`config.mk`:
```
export PLATFORM = sky130hd
export DESIGN_NAME = imem_loader
export DESIGN_NICKNAME = d
export VERILOG_FILES = /design/src/rtl/imem_pkg.sv /design/src/rtl/imem_word_packer.sv /design/src/rtl/imem_loader.sv
export SDC_FILE = /design/constraint.sdc
export NUM_CORES = 1
export LEC_CHECK = 0
export BUFFER_PORTS_ARGS = -buffer_cell sky130_fd_sc_hd__buf_2
export CORE_MARGIN = 4
export CORE_UTILIZATION = 57
export CTS_CLUSTER_DIAMETER = 80
export DETAILED_ROUTE_END_ITERATION = 10
export PLACE_DENSITY = 0.8
export SLEW_MARGIN = 40
export SYNTH_ARGS = -nofsm -noshare
export SYNTH_HDL_FRONTEND = slang
export SYNTH_SLANG_ARGS = --single-unit
```
`constraint.sdc`:
```
create_clock -name clk -period 4.5 [get_ports clk]
set_clock_uncertainty 0.05 [all_clocks]
set_input_delay 0.9 -clock clk [delete_from_list [all_inputs] [get_ports clk]]
set_output_delay 0.9 -clock clk [all_outputs]
set_load 0.01 [all_outputs]
```
`src/rtl/imem_pkg.sv`:
```
// Shared definitions for the instruction-memory loader: memory geometry,
// frame field widths and the loader FSM state encoding.
// Latency: n/a (package). Backpressure: n/a.
package imem_pkg;

    localparam int IMEM_DEPTH     = 256;  // words in the instruction memory
    localparam int INST_W         = 32;   // instruction word width
    localparam int BYTES_PER_WORD = 4;    // INST_W / 8
    localparam int FRAME_BYTE_W   = 8;    // width of one stream byte
    localparam int FRAME_CNT_W    = 16;   // width of the CNT_HI:CNT_LO field

    typedef enum logic [2:0] {
        ST_IDLE   = 3'd0,
        ST_LEN_HI = 3'd1,
        ST_LEN_LO = 3'd2,
        ST_DATA   = 3'd3,
        ST_CHECK  = 3'd4,
        ST_DONE   = 3'd5,
        ST_ERR    = 3'd6
    } loader_state_t;

endpackage

```
`src/rtl/imem_word_packer.sv`:
```
// Packs four stream bytes (MSB first) into one instruction word.
// Latency: word_vld/word_dat are combinational on the 4th byte's transfer.
// Backpressure: none of its own; it only advances on byte_vld.
//
// Ports:
//   clk, reset        system clock, synchronous active-high reset
//   clr               restart byte alignment (new load)
//   byte_vld/byte_dat one accepted data byte
//   word_vld/word_dat assembled word, valid in the cycle the 4th byte lands
module imem_word_packer
    import imem_pkg::*;
(
    input  logic                    clk,
    input  logic                    reset,
    input  logic                    clr,
    input  logic                    byte_vld,
    input  logic [FRAME_BYTE_W-1:0] byte_dat,
    output logic                    word_vld,
    output logic [INST_W-1:0]       word_dat
);

    logic [1:0]                     byte_cnt_q, byte_cnt_d;
    logic [INST_W-FRAME_BYTE_W-1:0] shift_q, shift_d;

    // The 4th byte is not stored; it is appended on the fly so the word is
    // available in the same cycle it arrives.
    assign word_vld = byte_vld && (byte_cnt_q == 2'(BYTES_PER_WORD - 1));
    assign word_dat = {shift_q, byte_dat};

    always_comb begin
        byte_cnt_d = byte_cnt_q;
        shift_d    = shift_q;
        if (clr) begin
            byte_cnt_d = '0;
            shift_d    = '0;
        end else if (byte_vld) begin
            byte_cnt_d = byte_cnt_q + 2'd1;
            shift_d    = {shift_q[INST_W-2*FRAME_BYTE_W-1:0], byte_dat};
        end
    end

    always_ff @(posedge clk) begin
        if (reset) begin
            byte_cnt_q <= '0;
            shift_q    <= '0;
        end else begin
            byte_cnt_q <= byte_cnt_d;
            shift_q    <= shift_d;
        end
    end

endmodule

```
`src/rtl/imem_loader.sv`:
```
// Loads a framed byte stream (CNT_HI, CNT_LO, N*4 data bytes[, CHK]) into
// the instruction memory through a word-write port, holding the CPU meanwhile.
// Latency: a word is written the cycle after its 4th byte; rx_ready drops
// during that write cycle, so at most one word per 5 cycles. rx_valid gaps
// just stall the FSM.
//
// Ports:
//   clk, reset              system clock, synchronous active-high reset
//   start                   pulse that begins a load (ignored while busy)
//   rx_data/rx_valid/rx_ready  byte stream handshake
//   wr_en/wr_addr/wr_data   one-cycle word write (byte address = index*4)
//   busy/cpu_hold           load in progress / pipeline stall (identical)
//   done/error              sticky status of the last load
//
// Build option: define IMEM_LOADER_CHECKSUM_EN to require and verify the
// trailing XOR checksum byte; without it there is no CHECK state.
module imem_loader
    import imem_pkg::*;
#(
    parameter int DEPTH = IMEM_DEPTH,
    parameter int WIDTH = INST_W,
    parameter int CNT_W = FRAME_CNT_W
) (
    input  logic             clk,
    input  logic             reset,
    input  logic             start,
    input  logic [7:0]       rx_data,
    input  logic             rx_valid,
    output logic             rx_ready,
    output logic             wr_en,
    output logic [31:0]      wr_addr,
    output logic [WIDTH-1:0] wr_data,
    output logic             busy,
    output logic             cpu_hold,
    output logic             done,
    output logic             error
);

    loader_state_t    state_q, state_d;
    logic [7:0]       len_hi_q, len_hi_d;
    logic [CNT_W-1:0] count_q, count_d;
    logic [CNT_W-1:0] idx_q, idx_d;
    logic             wr_en_q, wr_en_d;
    logic [31:0]      wr_addr_q, wr_addr_d;
    logic [WIDTH-1:0] wr_data_q, wr_data_d;
    logic             done_q, done_d;
    logic             error_q, error_d;
`ifdef IMEM_LOADER_CHECKSUM_EN
    logic [7:0]       chk_q, chk_d;
`endif

    logic              xfer;
    logic              idle_like;
    logic              pack_clr;
    logic              byte_vld;
    logic              word_vld;
    logic [INST_W-1:0] word_dat;
    logic [CNT_W-1:0]  len_rx;
    logic              payload_end;

    assign busy      = (state_q == ST_LEN_HI) || (state_q == ST_LEN_LO) ||
                       (state_q == ST_DATA)   || (state_q == ST_CHECK);
    assign cpu_hold  = busy;
    // Never accept a byte in the write cycle: keeps write and accept apart.
    assign rx_ready  = busy && !wr_en_q;
    assign xfer      = rx_valid && rx_ready;
    assign idle_like = (state_q == ST_IDLE) || (state_q == ST_DONE) ||
                       (state_q == ST_ERR);
    assign pack_clr  = idle_like && start;
    assign byte_vld  = xfer && (state_q == ST_DATA);
    assign len_rx    = CNT_W'({len_hi_q, rx_data});

    assign wr_en   = wr_en_q;
    assign wr_addr = wr_addr_q;
    assign wr_data = wr_data_q;
    assign done    = done_q;
    assign error   = error_q;

    imem_word_packer u_packer (
        .clk      (clk),
        .reset    (reset),
        .clr      (pack_clr),
        .byte_vld (byte_vld),
        .byte_dat (rx_data),
        .word_vld (word_vld),
        .word_dat (word_dat)
    );

    always_comb begin
        state_d     = state_q;
        len_hi_d    = len_hi_q;
        count_d     = count_q;
        idx_d       = idx_q;
        wr_en_d     = 1'b0;
        wr_addr_d   = wr_addr_q;
        wr_data_d   = wr_data_q;
        done_d      = done_q;
        error_d     = error_q;
`ifdef IMEM_LOADER_CHECKSUM_EN
        chk_d       = chk_q;
`endif
        payload_end = 1'b0;

        case (state_q)
            ST_IDLE, ST_DONE, ST_ERR: begin
                if (start) begin
                    state_d = ST_LEN_HI;
                    done_d  = 1'b0;
                    error_d = 1'b0;
                    idx_d   = '0;
`ifdef IMEM_LOADER_CHECKSUM_EN
                    chk_d   = '0;
`endif
                end
            end
            ST_LEN_HI: begin
                if (xfer) begin
                    len_hi_d = rx_data;
                    state_d  = ST_LEN_LO;
                end
            end
            ST_LEN_LO: begin
                if (xfer) begin
                    count_d = len_rx;
                    if (len_rx > CNT_W'(DEPTH)) begin
                        state_d = ST_ERR;
                        error_d = 1'b1;
                    end else if (len_rx == '0) begin
                        payload_end = 1'b1;
                    end else begin
                        state_d = ST_DATA;
                    end
                end
            end
            ST_DATA: begin
                if (xfer) begin
`ifdef IMEM_LOADER_CHECKSUM_EN
                    chk_d = chk_q ^ rx_data;
`endif
                    if (word_vld) begin
                        wr_en_d   = 1'b1;
                        wr_addr_d = 32'(idx_q) << 2;
                        wr_data_d = WIDTH'(word_dat);
                        idx_d     = idx_q + CNT_W'(1);
                        if (idx_q == count_q - CNT_W'(1)) begin
                            payload_end = 1'b1;
                        end
                    end
                end
            end
`ifdef IMEM_LOADER_CHECKSUM_EN
            ST_CHECK: begin
                if (xfer) begin
                    if (rx_data == chk_q) begin
                        state_d = ST_DONE;
                        done_d  = 1'b1;
                    end else begin
                        state_d = ST_ERR;
                        error_d = 1'b1;
                    end
                end
            end
`endif
            default: state_d = ST_IDLE;
        endcase

        // Clean end of payload (last word, or empty frame).
        if (payload_end) begin
`ifdef IMEM_LOADER_CHECKSUM_EN
            state_d = ST_CHECK;
`else
            state_d = ST_DONE;
            done_d  = 1'b1;
`endif
        end
    end

    always_ff @(posedge clk) begin
        if (reset) begin
            state_q   <= ST_IDLE;
            len_hi_q  <= '0;
            count_q   <= '0;
            idx_q     <= '0;
            wr_en_q   <= 1'b0;
            wr_addr_q <= '0;
            wr_data_q <= '0;
            done_q    <= 1'b0;
            error_q   <= 1'b0;
`ifdef IMEM_LOADER_CHECKSUM_EN
            chk_q     <= '0;
`endif
        end else begin
            state_q   <= state_d;
            len_hi_q  <= len_hi_d;
            count_q   <= count_d;
            idx_q     <= idx_d;
            wr_en_q   <= wr_en_d;
            wr_addr_q <= wr_addr_d;
            wr_data_q <= wr_data_d;
            done_q    <= done_d;
            error_q   <= error_d;
`ifdef IMEM_LOADER_CHECKSUM_EN
            chk_q     <= chk_d;
`endif
        end
    end

endmodule

```
* Word level (Yosys, flattened, before mapping)
Index checks and enable logic that the tools add are counted.
Cells by class: $add $sub $neg 3, multiply operators 0, divide/modulo/power cells 0, $lt $le $gt $ge 1, eq/ne operators 20, shift-type cells 0, muxes and demuxes 25, bitwise logic cells 2, reduce and logical (&&, ||, !) cells 29
Operator list (count):
- 16-bit two-way mux | 3
- 16-bit case mux with 2 select lines | 1
- 3-bit two-way mux | 6
- 16-bit by 1-bit adder with 16-bit output (second input constant) | 1
- 16-bit == test | 1
- 16-bit by 9-bit greater-than comparator with 1-bit output (second input constant) | 1
- 16-bit logical NOT | 1
- 16-bit by 1-bit subtractor with 16-bit output (second input constant) | 1
- 1-bit two-way mux | 12
- 3-bit inequality test (second input constant) | 4
- 3-bit case mux with 4 select lines | 1
- 2-bit inequality test (second input constant) | 5
- 5-bit AND reduction | 2
- 3-bit == test (second input constant) | 3
- 4-bit AND reduction | 2
- 2-bit nonzero test | 4
- 3-bit by 2-bit == test with 1-bit output (second input constant) | 2
- 2-bit AND reduction | 3
- 3-bit OR reduction | 2
- 1-bit logical AND | 5
- 1-bit logical OR | 5
- 2-bit by 1-bit inequality test with 1-bit output (second input constant) | 2
- 4-bit inequality test (second input constant) | 1
- 1-bit case mux with 2 select lines | 2
- 8 further kinds | 10
Word-level totals: register bits 120, bits in latches 0, RAM bits 0, memory bits (read-only) 0, input bits 12, output and inout bits 70, memories 0

* Depth between registers and ports, before layout
Gate-level depths: netlist of run 1.
depth in word-level cells 13, gate-level depth with buffers 8, mapped depth without buffers 8

* By module
A second synthesis of run 1 with hierarchy kept.
Second synthesis, totals: cells, all modules 649, area, all modules 5420.2 sq um
Modules (own cells, without submodules):
- imem_loader | times used 1, cells each 554, area each 4380.5 sq um, sequential area each 1881.8 sq um
- imem_word_packer | times used 1, cells each 95, area each 1039.7 sq um, sequential area each 520.5 sq um

* Worst setup path before layout of run 1
OpenSTA, ideal clock, no wires.
path type input to register, from input rx_valid, to register state_q[2], arrival time 2318 ps, data required time 4371 ps, slack 2053 ps, stages on the path 6, path buffers 0, path through nand4bb_1 nor2_1 o31ai_1 a2111oi_0 nor3_1 a211oi_2
On the way: cells in the longest elaborated chain, start to end 8, elaborated cells between the ends (all ways) 14
Ends and longest elaborated chain:
- start, declared | line imem_loader.sv:28 | input logic rx_valid,
- 1-bit logical AND (*) | line imem_loader.sv:66 | assign xfer = rx_valid && rx_ready;
- 1-bit logical AND | line imem_loader.sv:70 | assign byte_vld = xfer && (state_q == ST_DATA);
- 1-bit logical AND | line imem_word_packer.sv:27 | assign word_vld = byte_vld && (byte_cnt_q == 2'(BYTES_PER_WORD - 1));
- 1-bit two-way mux | line imem_loader.sv:140 | if (word_vld) begin
- 1-bit two-way mux | line imem_loader.sv:136 | if (xfer) begin
- 1-bit case mux with 2 select lines | line imem_loader.sv:104 | case (state_q)
- 4-bit inequality test (no source line) (tied with other cells)
- 5-bit AND reduction (no source line)
- end signal, assigned | line imem_loader.sv:193 | state_q <= state_d;
- end, declared | line imem_loader.sv:39 | loader_state_t state_q, state_d;
Mark *: on every way between the ends. The rest lies on a longest branch, timed or not. A chain may end at the register's enable or synchronous reset.

* Worst setup path in the final report of run 1
from register state_q[0], to output rx_ready
On the way: cells in the longest elaborated chain, start to end 5, elaborated cells between the ends (all ways) 8
Ends and longest elaborated chain:
- 3-bit by 1-bit == test with 1-bit output or 3-bit by 2-bit == test with 1-bit output (tied branches) | line imem_loader.sv:61 | assign busy = (state_q == ST_LEN_HI) || (state_q == ST_LEN_LO) ||
- 1-bit logical OR (2 in series) | line imem_loader.sv:61
- 1-bit logical OR (*) | line imem_loader.sv:62 | (state_q == ST_DATA) || (state_q == ST_CHECK);
- 1-bit logical AND (*) | line imem_loader.sv:65 | assign rx_ready = busy && !wr_en_q;
- end, declared | line imem_loader.sv:29 | output logic rx_ready,
Marks and branches as above.

==> results.toml, run 1 <==
[die]
die_h_um = 105
core-area_um2 = 9200
io_pins = 82
die-area_um2 = 11000
row_count = 35
chipWidth_um = 105
initial_utilization_pct = 58.3

[global_routing]
grt_pass1_vias = 4772
grt_first_pass_wirelength_um = 21800
overflow = 0
grt_start_max_net_pins = 63
track_usage_pct = 24.1
antenna_found_initial = 0

[sta]
period_needed_ns = 2.94
finalCritPeriodShare_pct = 65.3
tightestPinTransition_ns = 0.629
rsz0062_at_grt = "false"
setup_violations = 0
relSlewSlack_pct = 58.0
final_hold_viol_count = 0
fmax_mhz = 340
drv_slew = 0
setup_tns_ns = 0

[synthesis]
synth-edff-count = 0
synthesis.area_um2 = 5360
synth_area_per_cell_um2 = 7.95
synthTopCellsByArea = "dfxtp_1, nand2_1, a21oi_1"
ys_seq_area_share_pct = 44.8
synth_top_area_share_pct = 44.8
ys_ff_latch = 120
synth.distinct_cells = 62
synthArstFlopShare_pct = 0
syn_inst = 674
synth.largest_area_cell = "dfxtp_1"
ys_warn_count = 0
ys.flop_type = "dfxtp_1"

[setup_path]
path_cells = "nor2_1 > xnor2_1 > nor2b_1 > buf_2"
cpMaxStageDelayCell = "dfxtp_1"
r2r-start = "count_q[5]"
cp-end-kind = "output pin"
path_class = "reg -> out"
startpoint_type = "flip-flop"
worstPathRequired_ns = 3.55
rr_worst_depth = 6
startpoint = "state_q[0]"
cpPeakStageDelay_ns = 0.68
cp_max_fo = 17
cp.arrival_ns = 1.99
rrSetupSlack_ns = 1.96

[power]
leakage_uw = 0.00249
powerDensity_nw_per_um2 = 445
ir_drop_uv = 253

[clock_network]
postCtsSetupRepairBufs = 0
cts_hold_buffers = 0
clk_pin_slew_ns = 0.06
clock_sinks = 120
clk_path_buf_depth = 2
htree_levels = 4
post_cts_resized = 0
numCtsBuffers = 17
clk_latency_ns = 0.53
cts_root_buffer = "clkbuf_8"
cts_tree = "done"

[finish]
area_growth_pct = 17.6
fin_nets = 738
final_common_cell = "nand2_1"
drive_gt1_share_pct = 17.1
insertedDiodeCount = 0
fillers = 753
utilization_pct = 68.5
final_cell_mix = "nand2_1, dfxtp_1, a21oi_1"
layout.cells.non_filler = 847

[routing]
vias = 4824
ant_nets = 0
drtIter0Drc = 307
wirelength_um = 13000
dr.pass1.iters = 5
routed_via_density = 5.70
wl_per_cell_um = 15.3
drc = 0

[hold_path]
hold_depth = 2
hold_class = "reg -> reg"
min_from = "wr_addr[13]"

[run]
maxCapViolCount = 0

[placed_design]
hpwl_um = 8570
place_congestion = 0.847
io_buffers = 65
dp.cells = 815

[status]
status = "complete, no violations"
-- cell usage after synthesis, drive strengths merged, types with 2 or more instances --
master   number
and2          5
a211oi        2
nand2b        4
and3          5
nand3         6
nand4        12
nor2b         3
a21boi        2
and4bb        2
buf          20
a22oi         2
o21ai         8
xnor2        13
a2111oi       2
nor4b         3
xor2         18
and4          3
o2111ai       3
nor3         12
a21oi        98
dfxtp       120
or3           3
nor2         36
nand2       195
ha            3
clkbuf       39
nor4         10
o31ai         2
inv          10
or2           3
mux2i        11
-- per-stage QoR --
| step | hold slack (ns) | total power [µW] | worst slack, ns | instance area [µm²] |
|---|---|---|---|---|
| final | 0.399 | 2800 | 1.56 | 6300 |
| after CTS | 0.403 | 2810 | 1.56 | 6300 |
| after global routing | 0.420 | 2890 | 1.38 | 6300 |
| after global placement | 0.388 | 1350 | 1.75 | 5640 |
| after floorplan | 0.382 | 1320 | 2.05 | 5420 |
| after detailed placement | 0.395 | 1360 | 1.67 | 5660 |
-- flip-flops by register name (all words and copies together) (netlist names) --
register / cells
len_hi_q: 8
wr_data: 32
wr_addr: 16
error: 1
idx_q: 16
wr_en: 1
u_packer.shift_q: 24
done: 1
count_q: 16
u_packer.byte_cnt_q: 2
state_q: 3
-- worst max-delay path, delay by kind of cell (launching register included) --
kind	cells	cell delay (ns)
flip-flops	1	0.68
AND/OR/NAND/NOR	2	0.35
XOR/XNOR	1	0.29
buffers and inverters	1	0.14
-- final cells by class --
type | count | area, µm² | share of cell area (%)
Clock inverter | 14 | 213 | 3.37
Multi-Input combinational cell | 500 | 2690 | 42.6
Clock buffer | 18 | 428 | 6.79
Sequential cell | 120 | 2400 | 38.1
Inverter | 10 | 37.5 | 0.595
Timing Repair Buffer | 74 | 397 | 6.29
Tap cell | 111 | 139 | 2.20
-- kinds of logic (layout without fill, tap and decap cells) --
| group | Yosys count | count (layout) | synth area share [%] |
|---|---|---|---|
| adders and majority gates | 4 | 4 | 0.887 |
| muxes | 11 | 11 | 2.05 |
| xor gates and xnor gates | 31 | 31 | 5.07 |
| and+or+nand+nor | 308 | 308 | 26.5 |
| buffers and inverters | 69 | 116 | 6.30 |
| DFF | 120 | 120 | 44.8 |
| AOI/OAI and AO/OA | 130 | 130 | 14.3 |
| other | 1 | 16 | 0.0700 |
-- layer usage --
metal  share of wire (%)  vias up  track usage, %  wire (µm)
li1                    -     2339               -          -
met1                  40     2284            27.4       5210
met2                  52      171            42.5       6720
met3                 6.2       30            5.93        802
met4                 2.0        0            11.2        261
met5                   0        -               0          0
-- power breakdown --
part           switching [µW]  internal (µW)  total, µW
Sequential               31.3           1080       1110
Clock                     525            932       1460
Combinational             148           89.4        238
-- path summary, 6_finish.rpt --
kind	to
hold / removal	wr_addr[13]
setup reg to reg	state_q[1]
setup / recovery	rx_ready
hold reg to reg	wr_addr[13]
No activity file was read; power rests on OpenSTA's default activity.
==> run 2: changes to the inputs <==
--- a/config.mk
+++ b/config.mk
@@ -7,10 +7,10 @@
 export LEC_CHECK = 0
 export BUFFER_PORTS_ARGS = -buffer_cell sky130_fd_sc_hd__buf_2
 export CORE_MARGIN = 4
-export CORE_UTILIZATION = 57
+export CORE_UTILIZATION = 51
 export CTS_CLUSTER_DIAMETER = 80
 export DETAILED_ROUTE_END_ITERATION = 10
-export PLACE_DENSITY = 0.8
+export PLACE_DENSITY = 0.76
 export SLEW_MARGIN = 40
 export SYNTH_ARGS = -nofsm -noshare
 export SYNTH_HDL_FRONTEND = slang
==> constraint.sdc (replaced) <==
create_clock -name clk -period 2.4 [get_ports clk]
set_clock_uncertainty 0.05 [all_clocks]
set_input_delay 0.48 -clock clk [delete_from_list [all_inputs] [get_ports clk]]
set_output_delay 0.48 -clock clk [all_outputs]
set_load 0.01 [all_outputs]
==> run 2 against run 1 <==
Clock-buffer cell count fell by 1. Highest routed layer unchanged. Worst setup slack got worse by 1.5 ns. Total power rose by 84%. Largest power group unchanged. Final area rose by 2.0%. Sequential power rose by 86%. Via count barely moved. Critical path type is now reg -> reg. First-iteration DRC count rose by 2.3%. Critical path depth rose by 2. Non-clock buffer count rose by 12.
==> results.toml, run 2 (synthesis results as in run 1) <==
[status]
status = "complete, no violations"

[power]
power_uw = 5160
ir_drop_uv = 472
leakage_uw = 0.00255
powerDensity_nw_per_um2 = 803
power_frac_clock_pct = 50.2
power_switching_uw = 1340
internal_power_uw = 3830
switching_share_pct = 25.9
pwr-share-seq_pct = 39.9
p_comb_share_pct = 9.8

[finish]
final_common_cell = "nand2_1"
fillers = 886
fin_nets = 750
largest_reg_flops = 32
insertedDiodeCount = 0
area_growth_pct = 20.0
final_cell_mix = "nand2_1, dfxtp_1, a21oi_1"
drive_gt1_share_pct = 19.1
fin_area_um2 = 6430

[routing]
ant_nets = 0
drc = 0
dr.pass1.iters = 5
routed_via_density = 5.45
wl_per_cell_um = 14.9
wirelength_um = 13200
vias = 4822
drtIter0Drc = 314

[run]
maxCapViolCount = 0

[clock_network]
htree_levels = 4
clk_latency_ns = 0.52
cts_hold_buffers = 0
cts_tree = "done"
numCtsBuffers = 17
cts_root_buffer = "clkbuf_8"
clock_sinks = 120
clk_pin_slew_ns = 0.06
clk_path_buf_depth = 2

[placed_design]
hpwl_um = 8980
place_congestion = 0.888
io_buffers = 65
place_area_um2 = 5790

[die]
chipWidth_um = 111
core-area_um2 = 10300
initial_utilization_pct = 52.1
io_pins = 82
row_count = 37
die_h_um = 111
die-area_um2 = 12200

[setup_path]
path_buf_inv = 0
rr_worst_depth = 6
rr_endpoint = "state_q[1]"
cp-endpoint = "state_q[1]"
cpPeakStageDelay_ns = 0.54
worstPathRequired_ns = 2.75
cp_max_fo = 4
r2r-start = "count_q[5]"
cp.arrival_ns = 2.72
startpoint = "count_q[5]"
path_cells = "nor4_4 > nand2_2 > or4_4 > a2111oi_4 > o2111ai_2 > and4bb_1"
path_class = "reg -> reg"
crit_cells = 6
cp-end-kind = "flip-flop"
cpMaxStageDelayCell = "or4_4"
critical_path.top_delay_family = "simple AND/OR/NAND/NOR gates"
startpoint_type = "flip-flop"
rrSetupSlack_ns = 0.04

[global_routing]
antenna_found_initial = 0
track_usage_pct = 21.4
overflow = 0
grt_first_pass_wirelength_um = 21800
grt_pass1_vias = 4561
grt_start_max_net_pins = 80

[sta]
drv_slew = 0
final_hold_viol_count = 0
timing.hold.ws_ns = 0.205
finalCritPeriodShare_pct = 98.5
setup_violations = 0
period_needed_ns = 2.36
tightestPinTransition_ns = 0.643
relSlewSlack_pct = 56.7
setup_tns_ns = 0
fmax_mhz = 423

[hold_path]
hold_class = "in -> reg"
==> run 2: cell types whose count changed in the layout (fill, tap and decap cells not counted), sizes merged <==
cell	previous run	this run
buf	74	86
bufinv	4	3
clkbuf	18	17
clkinv	4	5
clkinvlp	0	1
==> run 2: layout make-up <==
cell class              count  area [µm²]  share of cell area (%)
clock inverters            15         189                    2.94
flip-flops and latches    120        2400                    37.4
repair buffers             86         508                    7.90
multi-input cells         500        2710                    42.1
clock buffers              17         414                    6.44
inverters                  10        37.5                   0.584
well taps                 136         170                    2.65
==> run 2: what timing repair did <==
action | in CTS | in global routing
gates resized for setup | 1 | 7
endpoints found under the setup margin | 1 | 6
buffers inserted | 0 | 1
pin swaps | 0 | 3
endpoints found under the hold margin | 0 | 0
==> run 2: layer usage <==
metal / up-vias / GRT usage [%] / part of all wire [%] / wire [µm]
met2: 159 / 36.6 / 49 / 6430
met3: 23 / 5.15 / 5.6 / 737
met5: - / 0 / 0 / 0
met1: 2277 / 26.1 / 44 / 5730
met4: 0 / 8.13 / 2.0 / 261
li1: 2363 / - / - / -
==> run 2: how the worst min path moves through the flow <==
stage | from | end | slack, ns | cells past startpoint
after global placement | wr_addr[11] | wr_addr[11] | 0.39 | 2
final | rx_data[1] | u_packer.shift_q[1] | 0.21 | 3
after floorplan | u_packer.shift_q[16] | wr_data[24] | 0.38 | 2
after global routing | rx_data[0] | count_q[0] | 0.21 | 3
after CTS | rx_data[1] | u_packer.shift_q[1] | 0.19 | 3
after detailed placement | wr_data[29] | wr_data[29] | 0.40 | 2
==> run 2: per-stage QoR <==
step                      setup WS (ns)  std cells  utilization, %
after floorplan                   0.116        689               -
after global placement           0.0816        851            56.4
after detailed placement        -0.0217        851            56.4
after CTS                        0.0184        883            62.3
after global routing            -0.0304        884            62.6
final                            0.0353        884            62.6
==> run 2: worst min-delay path, delay by kind of cell <==
| kind | cells | cell delay, ns |
|---|---|---|
| buf+inv | 1 | 0.13 |
| simple gates | 1 | 0.06 |
| compound gates | 1 | 0.05 |
==> run 2: power by group through the flow <==
stage | registers [µW] | clock network [µW] | logic, µW
final | 2060 | 2590 | 507
after CTS | 2060 | 2640 | 489
after global routing | 2070 | 2740 | 555
after global placement | 2100 | 0 | 470
after detailed placement | 2100 | 0 | 483
after floorplan | 2090 | 0 | 384
==> run 3: changes to the inputs <==
--- a/config.mk
+++ b/config.mk
@@ -7,10 +7,10 @@
 export LEC_CHECK = 0
 export BUFFER_PORTS_ARGS = -buffer_cell sky130_fd_sc_hd__buf_2
 export CORE_MARGIN = 4
-export CORE_UTILIZATION = 51
+export CORE_UTILIZATION = 57
 export CTS_CLUSTER_DIAMETER = 80
 export DETAILED_ROUTE_END_ITERATION = 10
-export PLACE_DENSITY = 0.76
+export PLACE_DENSITY = 0.8
 export SLEW_MARGIN = 40
 export SYNTH_ARGS = -nofsm -noshare
 export SYNTH_HDL_FRONTEND = slang
==> constraint.sdc (replaced) <==
create_clock -name clk -period 3 [get_ports clk]
set_clock_uncertainty 0.05 [all_clocks]
set_input_delay 0.6 -clock clk [delete_from_list [all_inputs] [get_ports clk]]
set_output_delay 0.6 -clock clk [all_outputs]
set_load 0.01 [all_outputs]
==> run 3 against run 2 <==
Non-clock buffer count down 10. Worst hold slack improved by 0.12 ns. Worst setup slack improved by 0.32 ns. Final area fell by 3.0%. First-iteration DRC count shrank 20%. Utilization grew 5.2 points. Largest power group unchanged.
==> results.toml, run 3 (synthesis results as in run 1) <==
[global_routing]
grt_start_max_net_pins = 48
overflow = 0
antenna_found_initial = 0
track_usage_pct = 23.5
grt_first_pass_wirelength_um = 21300
grt_pass1_vias = 4441

[clock_network]
clock_sinks = 120
numCtsBuffers = 17
clk_latency_ns = 0.52
htree_levels = 4
cts_hold_buffers = 0
clk_path_buf_depth = 2
cts_tree = "done"
clk_pin_slew_ns = 0.06
cts_root_buffer = "clkbuf_8"
post_cts_resized = 0
postCtsSetupRepairBufs = 0

[sta]
tightestPinTransition_ns = 0.608
relSlewSlack_pct = 59.1
setup_tns_ns = 0
rsz0062_at_grt = "false"
drv_slew = 0
setup_ws_ns = 0.359
fmax_mhz = 379
finalCritPeriodShare_pct = 88.0
final_hold_viol_count = 0
period_needed_ns = 2.64
setup_violations = 0

[die]
initial_utilization_pct = 58.3
core-area_um2 = 9200
die_h_um = 105
die-area_um2 = 11000
chipWidth_um = 105
row_count = 35
io_pins = 82

[setup_path]
cpMaxStageDelayCell = "dfxtp_1"
cp-end-kind = "output pin"
path_buf_inv = 1
cpPeakStageDelay_ns = 0.66
cp_max_fo = 17
critical_path.top_delay_family = "flip-flops"
worstPathRequired_ns = 2.35
startpoint_type = "flip-flop"
path_cells = "nor2_1 > xnor2_1 > nor2b_1 > buf_2"
cp.arrival_ns = 1.99
path_class = "reg -> out"

[power]
powerDensity_nw_per_um2 = 631
switching_share_pct = 28.4
p_comb_share_pct = 9.3
leakage_uw = 0.00245
ir_drop_uv = 362
pwr-share-seq_pct = 42.2
power_frac_clock_pct = 48.5
internal_power_uw = 2820
power_switching_uw = 1120

[finish]
drive_gt1_share_pct = 17.2
insertedDiodeCount = 0
area_growth_pct = 16.3
fin_nets = 740
largest_reg_flops = 32
final_common_cell = "nand2_1"
final_cell_mix = "nand2_1, dfxtp_1, a21oi_1"
fillers = 760
multi_input_area_um2 = 2680
seq_area_um2 = 2400

[placed_design]
post-place-ws_ns = 0.582
io_buffers = 65
hpwl_um = 8720
place_congestion = 0.893

[routing]
wirelength_um = 12500
drtIter0Drc = 251
drc = 0
vias = 4668
routed_via_density = 5.50
ant_nets = 0
wl_per_cell_um = 14.7
dr.pass1.iters = 5

[hold_path]
hold_class = "in -> reg"

[run]
maxCapViolCount = 0

[status]
status = "complete, no violations"
==> run 3: changes by cell type in the layout (fill, tap and decap cells not counted), sizes merged <==
cell | before | now
clkinvlp | 1 | 3
bufinv | 3 | 0
inv | 16 | 19
buf | 86 | 76
clkinv | 5 | 3
==> run 3: worst paths after layout <==
check | slack, ns | end | start | depth (start not counted)
max | 0.36 | rx_ready | state_q[0] | 4
max reg2reg | 0.58 | state_q[1] | count_q[0] | 6
min reg2reg | 0.40 | wr_data[18] | wr_data[18] | 2
min | 0.32 | u_packer.shift_q[0] | rx_data[0] | 3
==> run 3: tightest hold or removal path: cells and delay by family <==
kind | cells | cell delay, ns
AND/OR/NAND/NOR | 1 | 0.06
buffers and inverters | 1 | 0.14
AO/OA/AOI/OAI | 1 | 0.05
==> run 3: final cells by class <==
type | instances | share of cell area [%]
sequential | 120 | 38.5
clock inverter | 15 | 2.45
inverter | 10 | 0.602
multi-input combinational | 500 | 43.0
clock buffer | 17 | 6.64
tap | 111 | 2.23
timing repair buffer | 76 | 6.54
==> run 3: power by group through the flow <==
| stage | clock network, µW | logic [µW] | registers (µW) |
|---|---|---|---|
| finish | 1910 | 365 | 1660 |
| global route | 2020 | 405 | 1670 |
| CTS | 1930 | 363 | 1660 |
| detailed placement | 0 | 358 | 1690 |
| global placement | 0 | 351 | 1690 |
| floorplan | 0 | 307 | 1670 |
==> run 3: metrics by stage <==
step	hold WS, ns	utilization [%]	instances	cell area, µm²	total power (µW)
2_1_floorplan	0.382	-	689	5420	1980
3_3_place_gp	0.389	61.6	817	5670	2040
3_5_place_dp	0.394	61.6	817	5670	2050
4_1_cts	0.313	67.8	849	6230	3950
5_1_grt	0.333	67.8	849	6230	4090
6_report	0.325	67.8	849	6230	3940
==> run 3: per-layer routing <==
| metal | share of wire, % | wire [µm] | up-vias | track usage (%) |
|---|---|---|---|---|
| li1 | - | - | 2338 | - |
| met1 | 44 | 5470 | 2180 | 28.5 |
| met2 | 49 | 6150 | 127 | 40.7 |
| met3 | 5.0 | 620 | 23 | 5.25 |
| met4 | 1.9 | 237 | 0 | 8.72 |
| met5 | 0 | 0 | - | 0 |
